**src/rtl/spec_frame_ctrl_pkg.sv**
```systemverilog
// Shared types and constants for the lidar power-spectrum frame sequencer.
package spec_ctrl_pkg;

  typedef enum logic [2:0] {
    IDLE      = 3'd0,
    ARMED     = 3'd1,
    WAIT_DATA = 3'd2,
    LOAD      = 3'd3,
    DRAIN     = 3'd4
  } state_e;

  localparam int FFT_LEN_C    = 1024;
  localparam int HALF_LEN_C   = 512;
  localparam int BIN_W_C      = 9;
  localparam int LOAD_W_C     = 10;
  localparam int FIFO_CNT_W_C = 14;

endpackage

```
**src/rtl/spec_frame_ctrl_if.sv**
```systemverilog
// Handshake/bus bundle between the frame sequencer and the FIFO/FFT/accumulator.
// Optional TRIG_MISS_CNT_EN adds the missed-trigger counter signal.
interface spec_frame_ctrl_if #(
  parameter int GATE_W = 3
);
  import spec_ctrl_pkg::*;

  logic                          run;
  logic                          trig;
  logic [FIFO_CNT_W_C-1:0]       fifo_cnt;
  logic                          fifo_rd_en;
  logic                          fft_start;
  logic                          ps_valid;
  logic [GATE_W+BIN_W_C-1:0]     acc_addr;
  logic                          acc_we;
  logic                          acc_first;
  logic                          busy;
  logic                          done;
  logic                          trig_miss;
`ifdef TRIG_MISS_CNT_EN
  logic [15:0]                   trig_miss_cnt;
`endif

  modport slave (
    input  run, trig, fifo_cnt, ps_valid,
`ifdef TRIG_MISS_CNT_EN
    output trig_miss_cnt,
`endif
    output fifo_rd_en, fft_start, acc_addr, acc_we, acc_first, busy, done, trig_miss
  );

  modport master (
    output run, trig, fifo_cnt, ps_valid,
`ifdef TRIG_MISS_CNT_EN
    input  trig_miss_cnt,
`endif
    input  fifo_rd_en, fft_start, acc_addr, acc_we, acc_first, busy, done, trig_miss
  );

endinterface

```
**src/rtl/spec_frame_ctrl_bin_tracker.sv**
```systemverilog
// Output-side tracker: counts returned power bins per gate and drives the
// accumulator address/strobe one cycle after each valid bin.
module spec_bin_tracker
  import spec_ctrl_pkg::*;
#(
  parameter int N_GATES = 8,
  parameter int GATE_W  = 3
) (
  input  logic                      clk,
  input  logic                      rst,
  input  logic                      ps_valid_i,
  input  logic                      active_i,
  input  logic                      first_i,
  output logic [GATE_W+BIN_W_C-1:0] acc_addr_o,
  output logic                      acc_we_o,
  output logic                      acc_first_o,
  output logic                      pulse_complete_o
);

  logic [BIN_W_C-1:0]        bin_q, bin_d;
  logic [GATE_W-1:0]         gate_q, gate_d;
  logic [GATE_W+BIN_W_C-1:0] addr_q, addr_d;
  logic                      we_q, we_d;
  logic                      first_q, first_d;
  logic                      pc_q, pc_d;
  logic                      fire_s;
  logic                      bin_last_s;
  logic                      gate_last_s;

  assign fire_s      = ps_valid_i && active_i;
  assign bin_last_s  = (bin_q == BIN_W_C'(HALF_LEN_C - 1));
  assign gate_last_s = (gate_q == GATE_W'(N_GATES - 1));

  // Bin/gate counters advance only on accepted bins; IDLE traffic is dropped.
  always_comb begin
    bin_d   = bin_q;
    gate_d  = gate_q;
    addr_d  = addr_q;
    first_d = first_q;
    we_d    = fire_s;
    pc_d    = fire_s && bin_last_s && gate_last_s;
    if (fire_s) begin
      addr_d  = {gate_q, bin_q};
      first_d = first_i;
      if (bin_last_s) begin
        bin_d = '0;
        if (gate_last_s) begin
          gate_d = '0;
        end else begin
          gate_d = gate_q + GATE_W'(1);
        end
      end else begin
        bin_d = bin_q + BIN_W_C'(1);
      end
    end else begin
      bin_d = bin_q;
    end
  end

  always_ff @(posedge clk or posedge rst) begin
    if (rst) begin
      bin_q   <= '0;
      gate_q  <= '0;
      addr_q  <= '0;
      we_q    <= 1'b0;
      first_q <= 1'b0;
      pc_q    <= 1'b0;
    end else begin
      bin_q   <= bin_d;
      gate_q  <= gate_d;
      addr_q  <= addr_d;
      we_q    <= we_d;
      first_q <= first_d;
      pc_q    <= pc_d;
    end
  end

  assign acc_addr_o       = addr_q;
  assign acc_we_o         = we_q;
  assign acc_first_o      = first_q;
  assign pulse_complete_o = pc_q;

endmodule

```
**src/rtl/spec_frame_ctrl.sv**
```systemverilog
// Frame sequencer for range-gated lidar spectra: drains N_GATES frames per
// trigger into the FFT and accumulates N_PULSES pulses. Optional: TRIG_MISS_CNT_EN.
module spec_frame_ctrl
  import spec_ctrl_pkg::*;
#(
  parameter int N_GATES  = 8,
  parameter int N_PULSES = 100,
  parameter int GATE_W   = 3,
  parameter int PULSE_W  = 16
) (
  input  logic             clk,
  input  logic             rst,
  spec_frame_ctrl_if.slave bus
);

  state_e               state_q, state_d;
  logic [PULSE_W-1:0]   pulse_cnt_q, pulse_cnt_d;
  logic [GATE_W-1:0]    in_gate_q, in_gate_d;
  logic [LOAD_W_C-1:0]  load_cnt_q, load_cnt_d;
  logic                 run_q;
  logic                 busy_q, busy_d;
  logic                 done_q, done_d;
  logic                 trig_miss_q, trig_miss_d;
  logic                 rd_en_q, rd_en_d;
  logic                 pend_q, pend_d;
  logic                 fft_start_s;
  logic                 run_rise_s;
  logic                 start_s;
  logic                 miss_s;
  logic                 pulse_complete_s;

  assign run_rise_s = bus.run && !run_q;
  assign start_s    = (state_q == IDLE) && run_rise_s;
  assign miss_s     = bus.trig && (state_q != ARMED);

  // Input-side sequencing; pend remembers a pulse completion seen before DRAIN.
  always_comb begin
    state_d     = state_q;
    pulse_cnt_d = pulse_cnt_q;
    in_gate_d   = in_gate_q;
    load_cnt_d  = load_cnt_q;
    busy_d      = busy_q;
    done_d      = 1'b0;
    fft_start_s = 1'b0;
    pend_d      = pend_q || pulse_complete_s;
    if (miss_s) begin
      trig_miss_d = 1'b1;
    end else begin
      trig_miss_d = trig_miss_q;
    end
    case (state_q)
      IDLE: begin
        if (run_rise_s) begin
          state_d     = ARMED;
          busy_d      = 1'b1;
          pulse_cnt_d = '0;
          trig_miss_d = 1'b0;
          pend_d      = 1'b0;
        end else begin
          state_d = IDLE;
        end
      end
      ARMED: begin
        if (bus.trig) begin
          state_d   = WAIT_DATA;
          in_gate_d = '0;
        end else begin
          state_d = ARMED;
        end
      end
      WAIT_DATA: begin
        if (bus.fifo_cnt >= FIFO_CNT_W_C'(FFT_LEN_C)) begin
          state_d     = LOAD;
          fft_start_s = 1'b1;
          load_cnt_d  = '0;
        end else begin
          state_d = WAIT_DATA;
        end
      end
      LOAD: begin
        if (load_cnt_q == LOAD_W_C'(FFT_LEN_C - 1)) begin
          if (in_gate_q < GATE_W'(N_GATES - 1)) begin
            in_gate_d = in_gate_q + GATE_W'(1);
            state_d   = WAIT_DATA;
          end else begin
            state_d = DRAIN;
          end
        end else begin
          load_cnt_d = load_cnt_q + LOAD_W_C'(1);
        end
      end
      DRAIN: begin
        if (pend_q || pulse_complete_s) begin
          pend_d = 1'b0;
          if (pulse_cnt_q < PULSE_W'(N_PULSES - 1)) begin
            pulse_cnt_d = pulse_cnt_q + PULSE_W'(1);
            state_d     = ARMED;
          end else begin
            state_d = IDLE;
            busy_d  = 1'b0;
            done_d  = 1'b1;
          end
        end else begin
          state_d = DRAIN;
        end
      end
      default: begin
        state_d = IDLE;
        busy_d  = 1'b0;
      end
    endcase
    rd_en_d = (state_d == LOAD);
  end

  always_ff @(posedge clk or posedge rst) begin
    if (rst) begin
      state_q     <= IDLE;
      pulse_cnt_q <= '0;
      in_gate_q   <= '0;
      load_cnt_q  <= '0;
      run_q       <= 1'b0;
      busy_q      <= 1'b0;
      done_q      <= 1'b0;
      trig_miss_q <= 1'b0;
      rd_en_q     <= 1'b0;
      pend_q      <= 1'b0;
    end else begin
      state_q     <= state_d;
      pulse_cnt_q <= pulse_cnt_d;
      in_gate_q   <= in_gate_d;
      load_cnt_q  <= load_cnt_d;
      run_q       <= bus.run;
      busy_q      <= busy_d;
      done_q      <= done_d;
      trig_miss_q <= trig_miss_d;
      rd_en_q     <= rd_en_d;
      pend_q      <= pend_d;
    end
  end

`ifdef TRIG_MISS_CNT_EN
  logic [15:0] miss_cnt_q, miss_cnt_d;

  // Saturating count of ignored triggers, cleared when a run starts.
  always_comb begin
    if (start_s) begin
      miss_cnt_d = 16'h0000;
    end else if (miss_s && (miss_cnt_q != 16'hFFFF)) begin
      miss_cnt_d = miss_cnt_q + 16'h0001;
    end else begin
      miss_cnt_d = miss_cnt_q;
    end
  end

  always_ff @(posedge clk or posedge rst) begin
    if (rst) begin
      miss_cnt_q <= 16'h0000;
    end else begin
      miss_cnt_q <= miss_cnt_d;
    end
  end

  assign bus.trig_miss_cnt = miss_cnt_q;
`endif

  spec_bin_tracker #(
    .N_GATES (N_GATES),
    .GATE_W  (GATE_W)
  ) u_tracker (
    .clk              (clk),
    .rst              (rst),
    .ps_valid_i       (bus.ps_valid),
    .active_i         (busy_q),
    .first_i          (pulse_cnt_q == '0),
    .acc_addr_o       (bus.acc_addr),
    .acc_we_o         (bus.acc_we),
    .acc_first_o      (bus.acc_first),
    .pulse_complete_o (pulse_complete_s)
  );

  assign bus.fifo_rd_en = rd_en_q;
  assign bus.fft_start  = fft_start_s;
  assign bus.busy       = busy_q;
  assign bus.done       = done_q;
  assign bus.trig_miss  = trig_miss_q;

endmodule

```
**src/flat_wrapper.sv**
```systemverilog
// flat-port wrapper written by rule: the top's interface ports become plain ports
module spec_frame_ctrl_flat import spec_ctrl_pkg::*;
#(
  parameter int N_GATES  = 8,
  parameter int N_PULSES = 100,
  parameter int GATE_W   = 3,
  parameter int PULSE_W  = 16
)
  (clk, rst, bus_run, bus_trig, bus_fifo_cnt, bus_ps_valid, bus_fifo_rd_en, bus_fft_start, bus_acc_addr, bus_acc_we, bus_acc_first, bus_busy, bus_done, bus_trig_miss);
  spec_frame_ctrl_if #(.GATE_W(GATE_W)) bus_i ();
  input  logic clk;
  input  logic rst;
  input wire logic [$bits(bus_i.run)-1:0] bus_run;
  input wire logic [$bits(bus_i.trig)-1:0] bus_trig;
  input wire logic [$bits(bus_i.fifo_cnt)-1:0] bus_fifo_cnt;
  input wire logic [$bits(bus_i.ps_valid)-1:0] bus_ps_valid;
  output wire logic [$bits(bus_i.fifo_rd_en)-1:0] bus_fifo_rd_en;
  output wire logic [$bits(bus_i.fft_start)-1:0] bus_fft_start;
  output wire logic [$bits(bus_i.acc_addr)-1:0] bus_acc_addr;
  output wire logic [$bits(bus_i.acc_we)-1:0] bus_acc_we;
  output wire logic [$bits(bus_i.acc_first)-1:0] bus_acc_first;
  output wire logic [$bits(bus_i.busy)-1:0] bus_busy;
  output wire logic [$bits(bus_i.done)-1:0] bus_done;
  output wire logic [$bits(bus_i.trig_miss)-1:0] bus_trig_miss;
  assign bus_i.run = bus_run;
  assign bus_i.trig = bus_trig;
  assign bus_i.fifo_cnt = bus_fifo_cnt;
  assign bus_i.ps_valid = bus_ps_valid;
  assign bus_fifo_rd_en = bus_i.fifo_rd_en;
  assign bus_fft_start = bus_i.fft_start;
  assign bus_acc_addr = bus_i.acc_addr;
  assign bus_acc_we = bus_i.acc_we;
  assign bus_acc_first = bus_i.acc_first;
  assign bus_busy = bus_i.busy;
  assign bus_done = bus_i.done;
  assign bus_trig_miss = bus_i.trig_miss;
  spec_frame_ctrl #(.N_GATES(N_GATES), .N_PULSES(N_PULSES), .GATE_W(GATE_W), .PULSE_W(PULSE_W)) u_core (.clk(clk), .rst(rst), .bus(bus_i));
endmodule
```
**config.mk**
```make
export PLATFORM = sky130hd
export DESIGN_NAME = spec_frame_ctrl_flat
export DESIGN_NICKNAME = d
export VERILOG_FILES = /design/src/rtl/spec_frame_ctrl_pkg.sv /design/src/rtl/spec_frame_ctrl_if.sv /design/src/rtl/spec_frame_ctrl_bin_tracker.sv /design/src/rtl/spec_frame_ctrl.sv /design/src/flat_wrapper.sv
export SDC_FILE = /design/constraint.sdc
export NUM_CORES = 1
export LEC_CHECK = 0
export CORE_MARGIN = 2
export CORE_UTILIZATION = 52
export CTS_BUF_LIST = sky130_fd_sc_hd__clkbuf_8
export DETAILED_ROUTE_END_ITERATION = 8
export GPL_ROUTABILITY_DRIVEN = 0
export PLACE_DENSITY_LB_ADDON = 0.1
export SLEW_MARGIN = 0
export SYNTH_ARGS = -nofsm -noshare
export SYNTH_HDL_FRONTEND = slang
export SYNTH_SLANG_ARGS = --single-unit
```
**constraint.sdc**
```tcl
create_clock -name clk -period 2.1 [get_ports clk]
set_clock_uncertainty 0.05 [all_clocks]
set_input_delay 0.42 -clock clk [delete_from_list [all_inputs] [get_ports clk]]
set_output_delay 0.42 -clock clk [all_outputs]
set_load 0.01 [all_outputs]
```
==> implementation parameters, run 1 <==
Parameter                              Value

Outcome
  Outcome ... finished, final reports clean

Power and ir drop
  Combinational share of power ... 11.1%
  Power share of the sequential group ... 53.8%
  Net switching power of the design ... 0.0007098 W
  Internal ... 0.001950 W
  LEAKAGE ... 1.893 nW
  Power per Cell Area ... 693.5 nW/um^2
  Highest ir drop seen on vdd ... 533.9 uV
  Switching power share of the total ... 26.69%
  Clock share of power ... 35.2%
  Post-layout power ... 0.002660 W

Timing
  Crit path time final ... 2.060 ns
  Total Negative Setup Slacks ... 0 ns
  Post-route worst hold slack ... 0.3527 ns
  Remaining max-slew budget at the tightest pin ... 68.66%
  Part of the cycle the worst path needs ... 98.10%
  Number of failing setup endpoints in the final timing report ... 0
  Count of endpoints failing hold in the final timing report ... 0
  Final Max Tran Viols ... 0
  Final setup margin ... 0.03985 ns
  Peak Freq ... 485.4 MHz
  Actual transition at the worst max-transition pin ... 0.4680 ns

Placement
  DP Wirelength ... 4415 um
  Number of cells after detailed placement ... 426
  Number of buffers inserted by port buffering ... 27
  Setup slack after placement ... -0.2918 ns

Critical path
  Critical path startpoint category ... flip-flop
  Arrival time at the worst endpoint ... 2.24 ns
  Slowest CP cell ... a2111o_1
  Category of the worst setup path capture point ... flip-flop
  Delay contributed by the slowest stage of the critical path ... 0.49 ns
  Worst path buffer plus inverter count ... 0
  Critical-path cell list ... ha_2 > or3_4 > a2111o_1 > or2_1 > a31o_1
  Critical path data required time ... 2.28 ns
  Class of the most critical setup path ... reg2reg
  Biggest fanout along the worst timing path ... 4
  Cell class contributing the biggest share of worst-path delay ... compound AO/OA/AOI/OAI gates

Final layout
  Final antenna diode count ... 0
  Final nets ... 393
  Highest-count cells in the layout ignoring fill and taps ... dfrtp_1, nand2_1, buf_4
  Final Non-Filler Cells ... 443
  Area growth from synthesis to layout ... 24.80%
  Most common library cell in the layout ignoring fill and taps ... dfrtp_1
  Share of post-route cells with drive strength above 1 ... 15.36%

Clock network
  CTS tree ... done
  H-Tree Level Count ... 3
  Later-pin clock latency in the skew report ... 0.34 ns
  Max Root-Sink Buffers ... 2
  TritonCTS Buffers ... 9
  Clk root buf ... clkbuf_8
  TritonCTS sink count ... 65
  Clock transition at the register clock pins on the worst setup and hold paths after CTS ... 0.08 ns

Synthesis
  Most area-hungry cell type in the Yosys netlist ... dfrtp_1
  Synthesized area divided by synthesized cell count ... 9.818 um^2
  Total number of yosys warnings ... 0
  Syn Inst Count ... 313
  Post-synthesis net count ... 340
  Share of synthesized registers carrying an async set or reset ... 100.0%
  Share of Yosys cell area claimed by the top area cell type ... 52.93%
  Ranking of synthesized cells by area ... dfrtp_1, nand2_1, ha_1, mux2i_1, nand3_1
  Number of flops mapped to enable cells by yosys ... 0
  Portion of the post-synthesis area used by sequential elements ... 52.93%
  Summed instance area of the synthesized netlist ... 3073 um^2
  Yosys cell types ... 47
  FF+latch count, synth ... 65
  Synth Flop Type ... dfrtp_1

Floorplanning
  Horizontal die dimension ... 80.88 um
  Height of the die ... 80.88 um
  Core footprint ... 5608 um^2
  Die area ... 6541 um^2
  Top Ports ... 38
  Cell row count ... 27
  Starting Density ... 54.80%

Detailed routing
  Via count ... 2435
  Average wire per standard cell ... 14.28 um
  Met3 Wirelength ... 154 um
  Number of iterations in the first detailed-routing pass ... 4
  Count of routing violations after the opening detailed-route iteration ... 100
  Residual antenna-violating net count after detailed routing ... 0
  Met1 Routed Length ... 3114 um
  Number of remaining DRC errors ... 0
  Length of routed met2 wiring ... 2939 um
  Number of vias per cell ... 5.497
  Highest layer used for signal routing ... met4
  Wire length reported by the detailed router ... 6326 um

GRT
  Pin count of the biggest net entering global routing ... 25
  Global-route wire length before repair ... 10960 um
  Total Routing Usage GR ... 21.79%
  Antenna violations before repair ... 0
  GRT Residual Overflow ... 0
  Vias in the first global route ... 2384

Worst hold path
  Type of the worst min-delay path ... in2async

Run
  Max capacitance violation total ... 0
timing repair:
| item | 4_1_cts | 5_1_grt |
|---|---|---|
| pin swaps | 1 | 3 |
| setup buffers | 0 | 1 |
| gates resized for setup | 4 | 9 |
| hold buffers | 0 | 0 |
| setup endpoints to repair | 2 | 2 |
layout make-up:
cell class / instances / area, um^2
flip-flops and latches: 65 / 1627
clock inverters: 6 / 36.28
multi-input cells: 223 / 1379
inverters: 11 / 41.29
fillers: 445 / 1773
clock buffers: 10 / 137.6
well taps: 72 / 90.09
repair buffers: 56 / 524.3
path summary, 6_finish.rpt:
check,start,endpoint,slack (ns),cells past startpoint
min in group clk,u_core.u_tracker.acc_addr_o[0],u_core.u_tracker.acc_addr_o[0],0.43,2
setup / recovery,u_core.pulse_cnt_q[1],u_core.pulse_cnt_q[1],0.04,5
setup reg to reg,u_core.pulse_cnt_q[1],u_core.pulse_cnt_q[1],0.04,5
max in group asynchronous,rst,u_core.load_cnt_q[8],1.16,3
hold / removal,rst,u_core.u_tracker.acc_addr_o[0],0.35,2
hold reg to reg,u_core.u_tracker.acc_addr_o[0],u_core.u_tracker.acc_addr_o[0],0.43,2
sequential cells by signal, summed over array words and instances (netlist names), 3 cells and up:
register / cells
u_core.in_gate_q: 3
u_core.u_tracker.acc_addr_o: 12
u_core.pulse_cnt_q: 16
u_core.u_tracker.bin_q: 9
u_core.state_q: 3
u_core.u_tracker.gate_q: 3
u_core.load_cnt_q: 10
stage by stage:
step / cell area (um^2) / utilization [%]
2_1_floorplan: 3073 / -
3_3_place_gp: 3615 / 64.46
3_5_place_dp: 3615 / 64.46
4_1_cts: 3796 / 67.69
5_1_grt: 3835 / 68.38
6_report: 3835 / 68.38
metal layers:
layer | up-vias | global-route usage [%]
met1 | 1177 | 30.84
met5 | - | 0
met4 | 0 | 9.661
met3 | 11 | 3.333
met2 | 34 | 33.39
li1 | 1213 | -
cell usage after synthesis, types with 2 or more instances:
cell      number
dfrtp_1       65
nand2_1       64
nand3_1       15
clkbuf_1      12
and2_1        11
inv_1         11
nor2_1        11
nand2b_1      10
nor4_1        10
a21oi_1        9
and3_1         9
mux2i_1        9
o21ai_0        9
ha_1           8
nand4_1        6
or3_1          5
o31ai_1        4
nand3b_1       3
nor3_1         3
or4_1          3
xor2_1         3
a22o_1         2
a31o_2         2
a31oi_1        2
and4_1         2
nor4bb_1       2
o211ai_1       2
o41ai_1        2
power by group through the flow:
stage	Combinational [W]	Clock [W]	Sequential, W
after CTS	0.000299	0.000957	0.00143
after floorplan	0.000142	0	0.00145
final	0.000294	0.000935	0.00143
after global routing	0.000336	0.00100	0.00144
after global placement	0.000290	0	0.00145
after detailed placement	0.000296	0	0.00145
cell families after synthesis:
logic type / Yosys count / synth area share [%]
simple gates: 162 / 27.48
fa+ha+maj: 8 / 3.257
flops: 65 / 52.93
buf+inv: 25 / 3.094
compound gates: 40 / 9.080
mux: 10 / 3.298
xor+xnor: 3 / 0.8552
No activity file was read; power rests on OpenSTA's default activity.
==> run 2: changes to the inputs <==
- CORE_ASPECT_RATIO: unset -> 0.9
==> implementation parameters, run 2 (synthesis results as in run 1) <==
Parameter                              Value

Outcome
  Outcome ... finished, final reports clean

Timing
  Peak Freq ... 489.5 MHz
  Total Negative Setup Slacks ... 0 ns
  Actual transition at the worst max-transition pin ... 0.6444 ns
  Count of endpoints failing hold in the final timing report ... 0
  Post-route worst hold slack ... 0.3534 ns
  Final Max Tran Viols ... 0
  Part of the cycle the worst path needs ... 97.29%
  Crit path time final ... 2.043 ns
  Unrepaired setup endpoints after global routing ... false
  Final setup margin ... 0.05694 ns
  Remaining max-slew budget at the tightest pin ... 56.84%
  Number of failing setup endpoints in the final timing report ... 0

Critical path
  R2R Path Start ... u_core.pulse_cnt_q[0]
  Arrival time at the worst endpoint ... 1.57 ns
  Class of the most critical setup path ... in2out
  Worst path buffer plus inverter count ... 3
  Worst Reg-to-Reg Cells ... 5
  Delay contributed by the slowest stage of the critical path ... 0.51 ns
  Critical-path cell list ... clkdlybuf4s50_1 > nor4_4 > or3_4 > inv_1 > buf_2
  Category of the worst setup path capture point ... primary output
  Biggest fanout along the worst timing path ... 2
  Reg-to-reg critical path endpoint ... u_core.pulse_cnt_q[1]
  Reg-to-reg setup timing slack ... 0.10 ns
  Critical path startpoint category ... input pin
  Critical path data required time ... 1.63 ns
  Slowest CP cell ... clkdlybuf4s50_1
  Cell class contributing the biggest share of worst-path delay ... buffers and inverters

Clock network
  TritonCTS sink count ... 65
  TritonCTS Buffers ... 9
  Later-pin clock latency in the skew report ... 0.34 ns
  H-Tree Level Count ... 3
  Hold_buf cts ... 0
  CTS tree ... done
  Clock transition at the register clock pins on the worst setup and hold paths after CTS ... 0.07 ns
  Clk root buf ... clkbuf_8
  Setup Buffers After CTS ... 0
  Max Root-Sink Buffers ... 2

Detailed routing
  Via count ... 2418
  Number of iterations in the first detailed-routing pass ... 4
  Number of remaining DRC errors ... 0
  Wire length reported by the detailed router ... 6153 um
  Average wire per standard cell ... 14.05 um
  Count of routing violations after the opening detailed-route iteration ... 100
  Number of vias per cell ... 5.521
  Residual antenna-violating net count after detailed routing ... 0

Final layout
  Highest-count cells in the layout ignoring fill and taps ... dfrtp_1, nand2_1, clkdlybuf4s50_1
  Flip-flop count of the largest register after layout ... 16
  Share of post-route cells with drive strength above 1 ... 14.13%
  Final nets ... 390
  Register name with the most flops ... u_core.pulse_cnt_q
  Number of fill cells ... 451
  Final Non-Filler Cells ... 438
  Area growth from synthesis to layout ... 25.04%
  Most common library cell in the layout ignoring fill and taps ... dfrtp_1
  Final antenna diode count ... 0

Worst hold path
  Type of the worst min-delay path ... in2async

Placement
  Number of cells after detailed placement ... 422
  Setup slack after placement ... -0.3092 ns
  Number of buffers inserted by port buffering ... 27
  DP Wirelength ... 4327 um

GRT
  Total Routing Usage GR ... 20.97%
  Layer with the highest usage ... met2
  Pin count of the biggest net entering global routing ... 26
  Global routing met1 resource utilization ... 28.54%
  Vias in the first global route ... 2331
  Global routing met3 resource utilization ... 6.781%
  Antenna violations before repair ... 0
  Global-route wire length before repair ... 10870 um
  GRT Residual Overflow ... 0
  Met2 routing resource usage after global routing ... 32.03%

Power and ir drop
  Power per Cell Area ... 761.5 nW/um^2
  Highest ir drop seen on vdd ... 508.3 uV
  LEAKAGE ... 1.867 nW

Floorplanning
  Height of the die ... 76.93 um
  Top Ports ... 38
  Die area ... 6541 um^2
  Core footprint ... 5693 um^2
  Cell row count ... 26
  Starting Density ... 53.98%
  Horizontal die dimension ... 85.03 um

Run
  Max capacitance violation total ... 0
run 2: routing by layer:
layer | part of all wire (%) | vias to the layer above
li1 | - | 1205
met2 | 46 | 32
met4 | 0.86 | 0
met1 | 50 | 1175
met5 | 0 | -
met3 | 3.2 | 6
run 2: how the worst max path moves through the flow:
stage | from | to | cells after the start
floorplan | rst | u_core.bus.busy | 1
global placement | bus_fifo_cnt[11] | bus_fft_start | 5
detailed placement | bus_fifo_cnt[10] | bus_fft_start | 5
CTS | u_core.pulse_cnt_q[0] | u_core.pulse_cnt_q[1] | 5
global route | bus_fifo_cnt[12] | bus_fft_start | 5
finish | bus_fifo_cnt[11] | bus_fft_start | 5
run 2: layout make-up:
class | count | area (um^2) | share of cell area [%]
inverters | 11 | 41.29 | 1.075
repair buffers | 53 | 485.5 | 12.63
clock buffers | 11 | 151.4 | 3.940
flip-flops and latches | 65 | 1627 | 42.33
clock inverters | 5 | 78.83 | 2.051
well taps | 70 | 87.58 | 2.279
multi-input cells | 223 | 1371 | 35.69
run 2: repair_timing:
item	4_1_cts	5_1_grt
endpoints found under the setup margin	1	3
resized for setup	5	2
endpoints found under the hold margin	0	0
pin swaps	0	2
run 2: per-stage QoR:
step                cell area [um^2]  power, W  util, %
global placement                3597  0.001735    63.19
global route                    3842  0.003074    67.49
finish                          3842  0.002926    67.49
detailed placement              3597  0.001746    63.19
CTS                             3829  0.002964    67.25
floorplan                       3073  0.001593        -
run 2: where the power goes:
part	switching (W)	internal, W
Clock	0.000475	0.000729
Sequential	0.0000843	0.00134
Combinational	0.000138	0.000155
